[src/rtl/fetch_unit.sv]
// Instruction fetch stage: owns the PC, issues one word read at a time to
// instruction memory and hands each returned word plus its PC to decode.
module fetch_unit #(
  parameter logic [31:0] PC_RESET = 32'h8002_0000,
  parameter logic [31:0] PC_STEP  = 32'd4
) (
  input  logic        clock,
  input  logic        reset,
  input  logic        fetch_enable,
  input  logic        stall,
  input  logic        redirect_valid,
  input  logic [31:0] redirect_pc,
  output logic        imem_req,
  output logic [31:0] imem_addr,
  input  logic        imem_ready,
  input  logic        imem_resp_valid,
  input  logic [31:0] imem_resp_data,
  output logic [31:0] insn,
  output logic [31:0] pc,
  output logic        enable_decode
);

  typedef enum logic [1:0] {IDLE, REQ, WAIT, HOLD} state_t;

  state_t      state, state_n;
  logic [31:0] pc_reg, pc_reg_n;
  logic [31:0] hold_data, out_data_n;
  logic        discard, discard_n;
  logic        deliver, buf_load, en_n;
  logic        accept, slot_free;

  assign imem_req  = (state == REQ);
  assign imem_addr = pc_reg;
  assign accept    = imem_req && imem_ready;
  // Decode frees the slot this edge either because it is empty or being taken.
  assign slot_free = !enable_decode || !stall;

  always_comb begin
    state_n    = state;
    pc_reg_n   = pc_reg;
    discard_n  = discard;
    deliver    = 1'b0;
    buf_load   = 1'b0;
    out_data_n = hold_data;
    case (state)
      IDLE: if (fetch_enable) state_n = REQ;
      REQ: begin
        if (accept)             state_n = WAIT;
        else if (!fetch_enable) state_n = IDLE;
      end
      WAIT: begin
        if (imem_resp_valid) begin
          if (discard) begin
            discard_n = 1'b0;
            state_n   = REQ;
          end else if (slot_free) begin
            deliver    = 1'b1;
            out_data_n = imem_resp_data;
            state_n    = REQ;
          end else begin
            buf_load = 1'b1;
            state_n  = HOLD;
          end
        end
      end
      HOLD: begin
        if (!stall) begin
          deliver = 1'b1;
          state_n = REQ;
        end
      end
      default: state_n = IDLE;
    endcase

    if (deliver) pc_reg_n = pc_reg + PC_STEP;
    en_n = deliver || (enable_decode && stall);

    // Redirect overrides everything but reset; any read still in flight is
    // marked for discard so its data never reaches decode.
    if (redirect_valid) begin
      pc_reg_n = {redirect_pc[31:2], 2'b00};
      deliver  = 1'b0;
      buf_load = 1'b0;
      en_n     = 1'b0;
      case (state)
        IDLE: state_n = IDLE;
        REQ: begin
          if (accept) begin
            state_n   = WAIT;
            discard_n = 1'b1;
          end else begin
            state_n = REQ;
          end
        end
        WAIT: begin
          if (imem_resp_valid) begin
            state_n   = REQ;
            discard_n = 1'b0;
          end else begin
            state_n   = WAIT;
            discard_n = 1'b1;
          end
        end
        HOLD:    state_n = REQ;
        default: state_n = IDLE;
      endcase
    end
  end

  always_ff @(posedge clock) begin
    if (reset) begin
      state         <= IDLE;
      pc_reg        <= PC_RESET;
      discard       <= 1'b0;
      hold_data     <= 32'd0;
      insn          <= 32'd0;
      pc            <= 32'd0;
      enable_decode <= 1'b0;
    end else begin
      state         <= state_n;
      pc_reg        <= pc_reg_n;
      discard       <= discard_n;
      enable_decode <= en_n;
      if (buf_load) hold_data <= imem_resp_data;
      if (deliver) begin
        insn <= out_data_n;
        pc   <= pc_reg;
      end
    end
  end

endmodule

[config.mk]
export PLATFORM = sky130hd
export DESIGN_NAME = fetch_unit
export DESIGN_NICKNAME = d
export VERILOG_FILES = /design/src/rtl/fetch_unit.sv
export SDC_FILE = /design/constraint.sdc
export NUM_CORES = 1
export LEC_CHECK = 0
export CAP_MARGIN = 15
export CORE_MARGIN = 3
export CORE_UTILIZATION = 44
export CTS_CLUSTER_DIAMETER = 40
export DETAILED_ROUTE_END_ITERATION = 8
export PLACE_DENSITY = 0.77
export SLEW_MARGIN = 20
export SYNTH_ARGS = -nofsm -noshare
export SYNTH_HDL_FRONTEND = slang
export SYNTH_SLANG_ARGS = --single-unit
[constraint.sdc]
create_clock -name clock -period 1.97 [get_ports clock]
set_input_delay 0.2955 -clock clock [delete_from_list [all_inputs] [get_ports clock]]
set_output_delay 0.2955 -clock clock [all_outputs]
set_load 0.005 [all_outputs]
==> metrics.md, run 1 <==
| Metric | Value |
|---|---|
| Outcome | finished, final reports clean |
| Global route overflow | 0 |
| Cell row count | 42 |
| Final slew viol count | 0 |
| CP arrival | 2280 ps |
| Final Hold Viols | 0 |
| Top Registers | hold_data x32, insn x32 |
| RSZ-0062 raised after global routing | yes |
| Drt wl/cell | 16.67 um |
| Die extent in y | 123.6 um |
| Leak | 3.149 nW |
| First-pass GRT wire length | 29.18 mm |
| Critical Path Start Type | register |
| Max Fclk | 0.5151 GHz |
| Data required time of the critical path | 2310 ps |
| Initial antenna violation count | 1 |
| # nets final | 980 |
| Syn avg cell area | 8.256 um2 |
| Cell count after synthesis | 737 |
| DRT iter0 DRCs | 583 |
| Switch share | 24.89% |
| Vias/cell | 5.758 |
| Top_reg_cell synth | dfxtp_1 |
| IR drop worst, VDD | 0.0005732 V |
| Clock Sinks | 128 |
| Htree depth | 4 |
| Max-slew headroom | 57.49% |
| Final estimated routing congestion in global placement | 0.8188 |
| FF+latch count, synth | 128 |
| EDFF count, synth | 0 |
| Die Wd | 123.6 um |
| FF-to-FF path depth | 8 |
| Vias in the first global route | 5829 |
| Actual slew at the worst max-slew pin | 637.7 ps |
| YS warnings | 0 |
| DRC | 0 |
| CTS Root Buffer Type | clkbuf_16 |
| Part of the power in registers | 40.7% |
| Maximum net fanout on the critical path | 7 |
| CORE AREA | 13400 um2 |
| Initial Util | 45.41% |
| Die area | 15280 um2 |
| Critical path class | register to register |
| GRT Total Usage | 23.97% |
| Sw power | 0.001688 W |
| Total CTS buffers | 17 |
| Clock Tree Buf Depth | 2 |
| TNS Setup | 0 ps |
| Logic pwr share | 12.8% |
| Power per cell area | 765.0 nW/um2 |
| Final antenna-violating net count | 0 |
| Post-synth top cells | 128 x dfxtp_1, 100 x a21oi_1, 85 x nand2_1, 55 x clkbuf_1, 53 x nand3_1 |
| Fin area | 8864 um2 |
| CTS tree | yes |
| Worst Hold Class | primary input to register |
| N_diodes | 0 |
| Final setup vio count | 0 |
| Post-synth top area share | 42.11% |
| CP Capture Type | register |
| IO buf count | 162 |
| WL final | 18.23 mm |
| Largest net degree at the start of global routing | 62 |
| Worst Skew | 7.699 ps |
| Clock transition at path regs | 60 ps |
| DRT Pass-1 Iters | 5 |
| Period Utilization, post-route | 98.56% |
| Area Overhead vs Synth | 45.67% |
| Clock latency on the worst-skew pair | 420 ps |
| Hold Path Depth | 2 |
| Synth area leaders | dfxtp_1 42%, a21oi_1 8.2%, a311oi_1 6.6% |
| Yosys top cell by area | dfxtp_1 |
| Placed Area | 8159 um2 |
| Int Power | 0.005093 W |
| Final Util | 66.14% |
| Max-cap violations | 0 |
| Layout cells sized above 1 | 12.98% |
| Final hold slack | 232.2 ps |
| Via count | 6293 |
| Synth unique cells | 57 |
| Post-Synthesis Cell Area | 6085 um2 |
| Async set-reset flop share out of synthesis | 0% |
| Ports | 169 |
| Clock power share | 46.5% |
| Final worst path period need | 1942 ps |
| Seq/Total Area, Yosys | 42.11% |
| DP HPWL | 12.19 mm |
| Top-count cell post-synth | dfxtp_1 |
| # hold bufs at CTS | 0 |
-- critical path, cell delays in order, from the launching register on --
cell	delay [ps]
dfxtp_2	320
inv_1	70
ha_1	160
and3b_2	210
buf_6	130
a31oi_1	70
buf_4	170
or4_4	470
a311oi_2	260
-- routing by layer --
layer	GRT usage [%]	vias up	part of all wire [%]	wire, um
met5	0	-	0.071	13
li1	-	3081	-	-
met3	7.221	30	8.1	1476
met2	37.14	239	47	8625
met1	31.21	2941	42	7698
met4	9.758	2	2.2	410
-- power groups by stage --
| stage | Sequential [W] | Combinational, W | Clock (W) |
|---|---|---|---|
| finish | 0.00276 | 0.000868 | 0.00315 |
| global route | 0.00277 | 0.000944 | 0.00333 |
| CTS | 0.00275 | 0.000852 | 0.00322 |
| detailed placement | 0.00281 | 0.000845 | 0 |
| global placement | 0.00281 | 0.000838 | 0 |
| floorplan | 0.00281 | 0.000358 | 0 |
-- metrics by stage --
| step | cells | worst slack, ps | total power (W) |
|---|---|---|---|
| after floorplan | 740 | 63.32 | 0.003167 |
| final | 1093 | 28.45 | 0.006780 |
| after detailed placement | 1059 | -285.2 | 0.003652 |
| after global placement | 1059 | -248.7 | 0.003644 |
| after CTS | 1091 | 1.977 | 0.006830 |
| after global routing | 1093 | -62.29 | 0.007039 |
-- worst paths after layout --
path,startpoint,end,slack [ps]
worst max-delay path,state[0]$_SDFFE_PP0P_,imem_addr[13]$_SDFFE_PP0P_,30
worst min-delay path,reset,pc[31]$_SDFFE_PP0P_,230
worst max register to register,state[0]$_SDFFE_PP0P_,imem_addr[13]$_SDFFE_PP0P_,30
worst min register to register,hold_data[30]$_SDFFE_PP0P_,hold_data[30]$_SDFFE_PP0P_,450
-- cell usage in the layout, fill, tap and decap left out, types with 3 or more instances in the layout --
master,Yosys,layout
o31ai_1,15,15
or3_1,4,4
clkinvlp_4,0,5
clkdlybuf4s50_1,0,160
a311oi_2,0,4
buf_12,0,8
nand2b_1,6,6
a21oi_1,100,100
nor2_1,18,18
inv_1,10,9
nor3_1,13,12
clkbuf_16,0,17
nand4_1,15,15
or4_1,13,12
a211oi_1,6,6
nand3_1,53,53
conb_1,1,4
o21ai_0,40,40
nand2_1,85,84
and4_1,6,6
mux2i_1,32,32
and2_1,4,4
and3_1,6,6
buf_4,7,52
nor4_1,10,8
clkbuf_8,0,3
dfxtp_1,128,126
a22oi_1,4,4
ha_1,5,3
a31oi_1,3,3
a311oi_1,46,42
-- logic make-up after synthesis --
| group | synth area share (%) |
|---|---|
| compound gates | 24.39 |
| buf+inv | 6.190 |
| simple gates | 20.67 |
| other cells | 0.06163 |
| mux | 5.264 |
| xor+xnor | 0.2879 |
| fa+ha+maj | 1.028 |
| flops | 42.11 |
-- timing repair --
action                     4_1_cts  5_1_grt
setup endpoints to repair        8       14
gates resized for setup          4       15
buffers inserted                 0        2
pin swaps                        0        2
-- area by class of cell --
| type | count | area [um2] |
|---|---|---|
| Fill cell | 1095 | 4537 |
| Multi-Input combinational cell | 524 | 3258 |
| Sequential cell | 128 | 2565 |
| Timing Repair Buffer | 223 | 2180 |
| Clock buffer | 20 | 466.7 |
| Tap cell | 176 | 220.2 |
| Clock inverter | 12 | 133.9 |
| Inverter | 10 | 40.04 |
No activity file was read; power rests on OpenSTA's default activity.
==> inputs of run 2 (changes only) <==
--- a/config.mk
+++ b/config.mk
@@ -5,11 +5,12 @@
 export SDC_FILE = /design/constraint.sdc
 export NUM_CORES = 1
 export LEC_CHECK = 0
-export CAP_MARGIN = 15
+export CAP_MARGIN = 10
 export CORE_MARGIN = 3
 export CORE_UTILIZATION = 44
 export CTS_CLUSTER_DIAMETER = 40
 export DETAILED_ROUTE_END_ITERATION = 8
+export GPL_ROUTABILITY_DRIVEN = 0
 export PLACE_DENSITY = 0.77
 export SLEW_MARGIN = 20
 export SYNTH_ARGS = -nofsm -noshare
==> results of run 2 <==
Final layout, timing and power as in run 1 (identical DEF).
